## config.mk

```make
export PLATFORM = sky130hd
export DESIGN_NAME = bs_decoder
export DESIGN_NICKNAME = d
export VERILOG_FILES = /design/src/rtl/usb_pkg.sv /design/src/rtl/sipo_register.sv /design/src/rtl/bs_decoder.sv
export SDC_FILE = /design/constraint.sdc
export NUM_CORES = 1
export LEC_CHECK = 0
export BUFFER_PORTS_ARGS = -buffer_cell sky130_fd_sc_hd__clkbuf_2
export CORE_MARGIN = 10
export CORE_UTILIZATION = 60
export CTS_BUF_LIST = sky130_fd_sc_hd__clkbuf_2
export DETAILED_ROUTE_END_ITERATION = 7
export HOLD_SLACK_MARGIN = 0.12
export PLACE_DENSITY = 0.88
export SYNTH_ARGS = -nofsm -noshare
export SYNTH_HDL_FRONTEND = slang
export SYNTH_SLANG_ARGS = --single-unit
export TNS_END_PERCENT = 100
```

## constraint.sdc

```tcl
create_clock -name clk -period 12.4 [get_ports clk]
set_clock_uncertainty 0.15 [all_clocks]
set_input_delay 1.24 -clock clk [delete_from_list [all_inputs] [get_ports clk]]
set_output_delay 1.24 -clock clk [all_outputs]
set_load 0.01 [all_outputs]
```

## src/rtl/usb_pkg.sv

```systemverilog
// Shared USB receive-side definitions: packet types, SYNC pattern, packet lengths,
// error codes and the CRC5/CRC16 helpers used when BS_DECODER_CRC_EN is defined.
package usb_pkg;

    typedef enum logic [1:0] {
        DATA   = 2'b00,
        TOKEN  = 2'b01,
        HSHAKE = 2'b10
    } pkt_type_e;

    localparam logic [7:0] SYNC        = 8'b0000_0001;
    localparam int         DATA_BITS   = 88;
    localparam int         TOKEN_BITS  = 24;
    localparam int         HSHAKE_BITS = 8;

    localparam logic [1:0] ERR_NONE = 2'b00;
    localparam logic [1:0] ERR_LEN  = 2'b01;
    localparam logic [1:0] ERR_PID  = 2'b10;
    localparam logic [1:0] ERR_CRC  = 2'b11;

    // x^5+x^2+1, seeded with all ones, MSB first, complemented result
    function automatic logic [4:0] crc5(input logic [10:0] d);
        logic [4:0] c;
        c = 5'h1F;
        for (int i = 10; i >= 0; i--) begin
            c = {c[3:0], 1'b0} ^ ({5{c[4] ^ d[i]}} & 5'h05);
        end
        return ~c;
    endfunction

    function automatic logic [15:0] crc16(input logic [63:0] d);
        logic [15:0] c;
        c = 16'hFFFF;
        for (int i = 63; i >= 0; i--) begin
            c = {c[14:0], 1'b0} ^ ({16{c[15] ^ d[i]}} & 16'h8005);
        end
        return ~c;
    endfunction

endpackage

```

## src/rtl/sipo_register.sv

```systemverilog
// Serial-in parallel-out shift register, MSB first; receive-side twin of the PISO.
module sipo_register #(
    parameter int WIDTH = 8
) (
    input  logic             clk,
    input  logic             rst,
    input  logic             i_clr,
    input  logic             i_en,
    input  logic             i_d,
    output logic [WIDTH-1:0] o_q
);

    logic [WIDTH-1:0] r_q;

    // Clear has priority over shifting so a new SYNC always starts from zero
    always_ff @(posedge clk or posedge rst) begin
        if (rst) begin
            r_q <= {WIDTH{1'b0}};
        end else if (i_clr) begin
            r_q <= {WIDTH{1'b0}};
        end else if (i_en) begin
            r_q <= {r_q[WIDTH-2:0], i_d};
        end else begin
            r_q <= r_q;
        end
    end

    assign o_q = r_q;

endmodule

```

## src/rtl/bs_decoder.sv

```systemverilog
// USB receive bitstream decoder: SYNC hunt, MSB-first packet capture, length/PID
// classification. Optional CRC checking is built when BS_DECODER_CRC_EN is defined.
module bs_decoder
    import usb_pkg::*;
(
    input  logic        clk,
    input  logic        rst_n,
    input  logic        s_in,
    input  logic        s_valid,
    input  logic        eop,
    input  logic        pkt_ack,
    output logic        pkt_valid,
    output logic [1:0]  pkt_type,
    output logic [87:0] data,
    output logic [23:0] token,
    output logic [7:0]  hshake,
    output logic        busy,
    output logic        pkt_err,
    output logic [1:0]  err_code
);

    typedef enum logic [1:0] {IDLE = 2'b00, RECV = 2'b01, DONE = 2'b10} state_e;

    localparam logic [6:0] L_DATA = 7'(DATA_BITS);
    localparam logic [6:0] L_TOK  = 7'(TOKEN_BITS);
    localparam logic [6:0] L_HS   = 7'(HSHAKE_BITS);

    state_e     r_state;
    logic [6:0] r_hunt;
    logic [6:0] r_cnt;
    pkt_type_e  r_pkt_type;
    logic       r_pkt_valid;
    logic       r_busy;
    logic       r_pkt_err;
    logic [1:0] r_err_code;

    logic [87:0] w_sr;
    logic [7:0]  w_hunt;
    logic        w_sync_hit;
    logic        w_shift;
    logic        w_overlen;
    logic [6:0]  w_cnt_post;
    logic [7:0]  w_pid;
    logic        w_len_ok;
    logic        w_pid_ok;
    logic        w_crc_bad;
    pkt_type_e   w_type;
    logic [1:0]  w_err_code;

    // r_hunt keeps the previous seven bits; w_hunt is the post-shift SYNC window
    assign w_hunt     = {r_hunt, s_in};
    assign w_sync_hit = (r_state == IDLE) && s_valid && (w_hunt == SYNC);
    assign w_shift    = (r_state == RECV) && s_valid;
    assign w_overlen  = w_shift && (r_cnt == L_DATA);
    assign w_cnt_post = r_cnt + {6'd0, w_shift};

    sipo_register #(.WIDTH(DATA_BITS)) u_sipo (
        .clk   (clk),
        .rst   (rst_n),
        .i_clr (w_sync_hit),
        .i_en  (w_shift),
        .i_d   (s_in),
        .o_q   (w_sr)
    );

    // Classify by post-shift length and pick the PID as it will sit after this bit
    always_comb begin
        w_len_ok = 1'b1;
        w_type   = DATA;
        w_pid    = 8'h00;
        case (w_cnt_post)
            L_HS: begin
                w_type = HSHAKE;
                w_pid  = w_shift ? {w_sr[6:0], s_in} : w_sr[7:0];
            end
            L_TOK: begin
                w_type = TOKEN;
                w_pid  = w_shift ? w_sr[22:15] : w_sr[23:16];
            end
            L_DATA: begin
                w_type = DATA;
                w_pid  = w_shift ? w_sr[86:79] : w_sr[87:80];
            end
            default: begin
                w_len_ok = 1'b0;
            end
        endcase
    end

    assign w_pid_ok = (w_pid[7:4] == ~w_pid[3:0]);

`ifdef BS_DECODER_CRC_EN
    logic [79:0] w_sr_post;

    assign w_sr_post = w_shift ? {w_sr[78:0], s_in} : w_sr[79:0];

    // Compare the received CRC field against one recomputed over the packet body
    always_comb begin
        w_crc_bad = 1'b0;
        case (w_type)
            TOKEN:   w_crc_bad = (crc5(w_sr_post[15:5]) != w_sr_post[4:0]);
            DATA:    w_crc_bad = (crc16(w_sr_post[79:16]) != w_sr_post[15:0]);
            default: w_crc_bad = 1'b0;
        endcase
    end
`else
    assign w_crc_bad = 1'b0;
`endif

    // Overlength wins over eop: the 89th bit is already an error
    always_comb begin
        w_err_code = ERR_NONE;
        if (w_overlen) begin
            w_err_code = ERR_LEN;
        end else if (eop) begin
            if (!w_len_ok) begin
                w_err_code = ERR_LEN;
            end else if (!w_pid_ok) begin
                w_err_code = ERR_PID;
            end else if (w_crc_bad) begin
                w_err_code = ERR_CRC;
            end else begin
                w_err_code = ERR_NONE;
            end
        end else begin
            w_err_code = ERR_NONE;
        end
    end

    // Receive FSM with registered status outputs
    always_ff @(posedge clk or posedge rst_n) begin
        if (rst_n) begin
            r_state     <= IDLE;
            r_hunt      <= 7'd0;
            r_cnt       <= 7'd0;
            r_pkt_type  <= DATA;
            r_pkt_valid <= 1'b0;
            r_busy      <= 1'b0;
            r_pkt_err   <= 1'b0;
            r_err_code  <= ERR_NONE;
        end else begin
            r_pkt_err <= 1'b0;
            case (r_state)
                IDLE: begin
                    if (w_sync_hit) begin
                        r_state <= RECV;
                        r_cnt   <= 7'd0;
                        r_hunt  <= 7'd0;
                        r_busy  <= 1'b1;
                    end else if (s_valid) begin
                        r_hunt <= w_hunt[6:0];
                    end
                end
                RECV: begin
                    if (w_err_code != ERR_NONE) begin
                        r_pkt_err  <= 1'b1;
                        r_err_code <= w_err_code;
                        r_busy     <= 1'b0;
                        r_state    <= IDLE;
                    end else if (eop) begin
                        r_pkt_valid <= 1'b1;
                        r_pkt_type  <= w_type;
                        r_busy      <= 1'b0;
                        r_state     <= DONE;
                    end else if (w_shift) begin
                        r_cnt <= w_cnt_post;
                    end
                end
                DONE: begin
                    if (pkt_ack) begin
                        r_pkt_valid <= 1'b0;
                        r_state     <= IDLE;
                    end
                end
                default: begin
                    r_state <= IDLE;
                end
            endcase
        end
    end

    assign pkt_valid = r_pkt_valid;
    assign pkt_type  = r_pkt_type;
    assign data      = w_sr;
    assign token     = w_sr[23:0];
    assign hshake    = w_sr[7:0];
    assign busy      = r_busy;
    assign pkt_err   = r_pkt_err;
    assign err_code  = r_err_code;

endmodule

```

==> results.cfg, run 1 <==
[sta]
finalHoldViolCount = 0
worst_slew_pin_slew_ns = 1.14
rsz0062_at_grt = no
relSlewSlack_pct = 23.7
maxSlewViolCount = 0
fin_crit_ns = 3.96
maxClockFrequency_mhz = 253
setup_viol = 0
setup_tns_ns = 0
period_share_pct = 31.9

[cts]
clkSinkCount = 111
cts_inserted_buffers = 9
cts_resized = 0
clockRootBuffer = clkbuf_2
postCtsHoldBufs = 0
cts.path.max_buffers = 2
clkSlewWorstSetupHoldPaths_ns = 0.35
cts_setup_buffers = 0
clock_latency_ns = 0.59
htreeDepth = 3
cts_tree = built

[layout]
antennaDiodeCount = 0
num-nets-final = 719
utilization_pct = 67.0
area_growth_pct = 9.90
final_common_cell = nand2_1
layout-drive-gt1-share_pct = 24.9
final_cell_mix = 177 x nand2_1, 141 x clkbuf_2, 111 x dfrtp_1, 96 x a21oi_1, 29 x o21ai_0

[setup_path]
critPathArrivalTime_ns = 4.31
crit_top_cell = ha_1
cpLargestDelayFamily = simple AND/OR/NAND/NOR gates
worstSetupEndpointType = flop
cp_num_buf_inv = 2
start_kind = input port
path_cells = clkbuf_2, nand3b_1, inv_2, ha_1, ha_1, and3_1, nand3_1, nand2_1, mux4_2, o2111ai_1, nand3_2, nor4_4, mux2_1
crit_type = in2reg
cp_slowest_cell = mux2_1
max_stage_delay_ns = 0.35
crit_path_max_fanout = 9
cp.required_ns = 12.75

[routing]
dr.pass1.iters = 6
routed_via_density = 5.92
ant_nets = 0
drt-total-wl_mm = 14.3
wire_per_inst_microns = 17.3
vias = 4896
drc_errors = 0
first_iter_violations = 459

[logic_synthesis]
async_flop_share_pct = 100
ys.flop_type = dfrtp_1
synth.net_count = 642
synth_seq_area_share_pct = 50.0
synth.avg_cell_area_sq_um = 8.75
syn-cell-area_sq_um = 5550
ys_seq_elements = 111
yosys_warnings = 0
synth_edf_count = 0
ys_types = 61
syn_inst = 634

[global_route]
grt_usage_pct = 21.2
grt_first_pass_wirelength_mm = 23.4
grt_max_degree = 111
first_global_vias = 4740
overflow = 0
antenna_found_initial = 0

[outcome]
status = completed

[power]
power_frac_seq_pct = 62.1
internal-power_mw = 0.443
p_clk_share_pct = 25.8
p_comb_share_pct = 12.1
cellLeakagePower_nw = 2.98
irDropWorstVdd_mv = 0.0609
netSwitchingFraction_pct = 30.6
p_switching_mw = 0.196
power.density_nw_per_um2 = 105

[job]
max_cap_violations = 0

[floorplan]
fp.dieArea_sq_um = 13500
initial_core_util_pct = 60.9
die_w_microns = 116
boundaryPins = 133
core.rowCount = 35
die_y_microns = 116
core_sq_um = 9110

[hold_path]
worstHoldPathType = reg2reg

[placement]
gp_congestion = 0.918
io_buffers = 132
dp_hpwl_mm = 9.94
==> state kept, by name, indices dropped and copies added, names as in the netlist <==
name and count:
busy 1, r_cnt 7, pkt_err 1, err_code 2, u_sipo.o_q 88, pkt_valid 1, pkt_type 2, r_hunt 7
r_state 2
==> path summary, 6_finish.rpt <==
path	start	to	slack (ns)	cells past startpoint
setup / recovery	s_valid	pkt_type[1]	8.44	13
hold / removal	u_sipo.o_q[46]	u_sipo.o_q[47]	0.37	2
setup reg to reg	r_state[1]	pkt_type[1]	8.56	12
hold reg to reg	u_sipo.o_q[46]	u_sipo.o_q[47]	0.37	2
max in group asynchronous	rst_n	u_sipo.o_q[8]	10.38	3
min in group asynchronous	rst_n	u_sipo.o_q[56]	0.51	2
==> synth_stat cells, types with 5 or more instances <==
cell type,count,area [sq um]
dfrtp_1,111,2780
inv_1,6,22.5
nand2b_1,5,31.3
mux2i_1,7,70.1
buf_4,32,240
nor4_1,8,50.1
clkbuf_1,27,101
buf_2,7,35.0
nor2_1,23,86.3
o21ai_0,29,145
nand3_1,10,50.1
a21oi_1,96,480
nand2_1,177,664
nor3_1,15,75.1
mux2_2,7,78.8
==> per-stage QoR <==
stage / hold WS [ns] / setup WS [ns] / instance area [sq um] / cells / power, mW
finish: 0.369 / 8.44 / 6100 / 827 / 0.639
global route: 0.389 / 8.13 / 6100 / 827 / 0.668
CTS: 0.367 / 8.50 / 6100 / 827 / 0.645
detailed placement: 0.330 / 7.85 / 5980 / 811 / 0.480
global placement: 0.326 / 7.96 / 5980 / 811 / 0.477
floorplan: 0.328 / 7.36 / 5550 / 634 / 0.459
==> cell families after synthesis <==
| group | after synthesis | share of synthesized area (%) |
|---|---|---|
| muxes | 16 | 3.29 |
| xor gates and xnor gates | 2 | 0.316 |
| adders and majority gates | 2 | 0.451 |
| and+or+nand+nor | 268 | 21.5 |
| DFF | 111 | 50.0 |
| AOI/OAI and AO/OA | 157 | 16.6 |
| buffers and inverters | 78 | 7.87 |
==> power by group through the flow <==
stage / Sequential, mW / Clock (mW) / Combinational, mW
floorplan: 0.403 / 0 / 0.0563
global placement: 0.400 / 0 / 0.0765
detailed placement: 0.402 / 0 / 0.0784
CTS: 0.397 / 0.170 / 0.0785
global route: 0.400 / 0.181 / 0.0865
finish: 0.396 / 0.165 / 0.0771
==> tightest hold or removal path, stage by stage (launching register included) <==
cell	delay, ns
dfrtp_1	0.46
nand2_1	0.06
a21oi_1	0.05
==> layout make-up <==
class | count | area [sq um]
Tap cell | 111 | 139
Clock inverter | 7 | 73.8
Sequential cell | 111 | 2780
Timing Repair Buffer | 137 | 698
Multi-Input combinational cell | 445 | 2340
Clock buffer | 9 | 45.0
Inverter | 7 | 28.8
Fill cell | 760 | 3010
==> metal layers <==
metal	global-route usage [%]	vias to the layer above	routed length (microns)
met3	5.70	21	1330
met4	5.92	0	218
met2	34.0	211	6720
li1	-	2295	-
met5	0	-	0
met1	27.7	2369	6010
Power figures use the tool's default switching activity.
==> run 2: changes to the inputs <==
CORE_UTILIZATION = 56   (was 60)
PLACE_DENSITY = 0.83   (was 0.88)
clock period = 3.8 ns   (was 12.4 ns; I/O delays follow)
==> run 2 against run 1 <==
Design area increased by 2.5%. Total power grew to 3.3 times the previous value. Register-to-register slack worse by 8.4 ns. Combinational power rose to 3.4 times the previous value. Critical path depth fell by 1. Routed wire length increased by 6.5%. Largest cell class unchanged.
==> results.cfg, run 2 (same netlist as run 1, synthesis figures left out) <==
[hold_path]
worstHoldPathType = in2reg

[sta]
relSlewSlack_pct = 24.6
setup_viol = 0
worst_slew_pin_slew_ns = 1.13
timing.final.ws_setup_ns = 0.148
maxClockFrequency_mhz = 274
rsz0062_at_grt = no
finalHoldViolCount = 0
fin_crit_ns = 3.65
period_share_pct = 96.1
hold-worst-slack_ns = 0.171
maxSlewViolCount = 0

[layout]
final_area_sq_um = 6250
layout.cells.non_filler = 861
area_growth_pct = 12.7
num-nets-final = 731
largest_reg_flops = 88
final_common_cell = nand2_1
antennaDiodeCount = 0
layout-drive-gt1-share_pct = 26.1
final_cell_mix = 177 x nand2_1, 141 x clkbuf_2, 111 x dfrtp_1, 96 x a21oi_1, 29 x o21ai_0
utilization_pct = 64.3

[routing]
drt-total-wl_mm = 15.2
dr.pass1.iters = 5
drc_errors = 0
routed_via_density = 5.61
vias = 4830
ant_nets = 0
first_iter_violations = 351
wire_per_inst_microns = 17.7

[floorplan]
core_sq_um = 9730
core.rowCount = 36
fp.dieArea_sq_um = 14300
die_w_microns = 120
die_y_microns = 120
boundaryPins = 133
initial_core_util_pct = 57.0

[placement]
gp_congestion = 0.965
post-place-ws_ns = -0.0225
dp_hpwl_mm = 10.5
io_buffers = 132
dp.cells = 840
place_area_sq_um = 6070

[job]
max_cap_violations = 0

[power]
power.density_nw_per_um2 = 338
cellLeakagePower_nw = 3.03
irDropWorstVdd_mv = 0.203

[cts]
clkSlewWorstSetupHoldPaths_ns = 0.34
clock_latency_ns = 0.60
htreeDepth = 3
cts.path.max_buffers = 2
clockRootBuffer = clkbuf_2
cts_tree = built
cts_inserted_buffers = 9
clkSinkCount = 111

[global_route]
antenna_found_initial = 0
grt_max_degree = 111
first_global_vias = 4779
overflow = 0
grt_usage_pct = 20.7
grt_first_pass_wirelength_mm = 24.9

[outcome]
status = completed

[setup_path]
worstSetupEndpointType = flop
cp.required_ns = 4.20
critPathArrivalTime_ns = 4.05
crit_path_max_fanout = 11
crit_type = reg2reg
start_kind = flop
==> run 2: through the flow <==
stage / setup TNS, ns / total power, mW
5_1_grt: 0 / 2.21
6_report: 0 / 2.11
2_1_floorplan: -0.0956 / 1.50
3_3_place_gp: 0 / 1.56
3_5_place_dp: -0.0225 / 1.58
4_1_cts: 0 / 2.13
==> run 2: layout make-up <==
| type | instances | area [sq um] |
|---|---|---|
| multi-input cells | 445 | 2360 |
| clock buffers | 9 | 45.0 |
| inverters | 7 | 30.0 |
| clock inverters | 7 | 72.6 |
| fillers | 853 | 3480 |
| flip-flops and latches | 111 | 2780 |
| well taps | 133 | 166 |
| repair buffers | 149 | 798 |
==> run 2: final timing paths <==
check	from	to	slack (ns)	cells past startpoint
max	r_state[1]	pkt_type[1]	0.15	12
min in group asynchronous	rst_n	u_sipo.o_q[52]	0.33	3
min reg2reg	u_sipo.o_q[78]	u_sipo.o_q[79]	0.38	2
max in group asynchronous	rst_n	busy	2.34	4
max reg2reg	r_state[1]	pkt_type[1]	0.15	12
min	s_valid	r_hunt[0]	0.17	5
==> run 2: timing repair <==
action | 4_1_cts | 5_1_grt
resized for setup | 0 | 3
buffers inserted | 0 | 1
endpoints found under the hold margin | 86 | 0
hold buffers | 4 | 0
setup endpoints to repair | 0 | 7
==> run 2: critical path, cell delays in order, from the launching register on <==
cell,delay (ns)
dfrtp_1,0.46
nand3b_1,0.20
clkinv_2,0.08
ha_2,0.20
ha_1,0.26
or3_1,0.37
or4_1,0.47
o31ai_4,0.16
nor4b_1,0.50
a311oi_2,0.19
nand3_2,0.15
nor4_4,0.07
mux2_1,0.32
==> run 2: layer usage <==
metal | share of wire, % | track usage [%] | up-vias | routed length [microns]
li1 | - | - | 2306 | -
met2 | 49 | 34.6 | 143 | 7410
met1 | 43 | 26.5 | 2370 | 6570
met5 | 0 | 0 | - | 0
met4 | 0.80 | 4.37 | 0 | 121
met3 | 7.3 | 5.81 | 11 | 1100
==> run 2: power breakdown <==
part | leakage, nW | internal (mW) | switching [mW] | total (mW)
combinational | 1.43 | 0.0985 | 0.163 | 0.262
sequential | 1.53 | 1.24 | 0.0547 | 1.30
clock | 0.0697 | 0.110 | 0.444 | 0.554
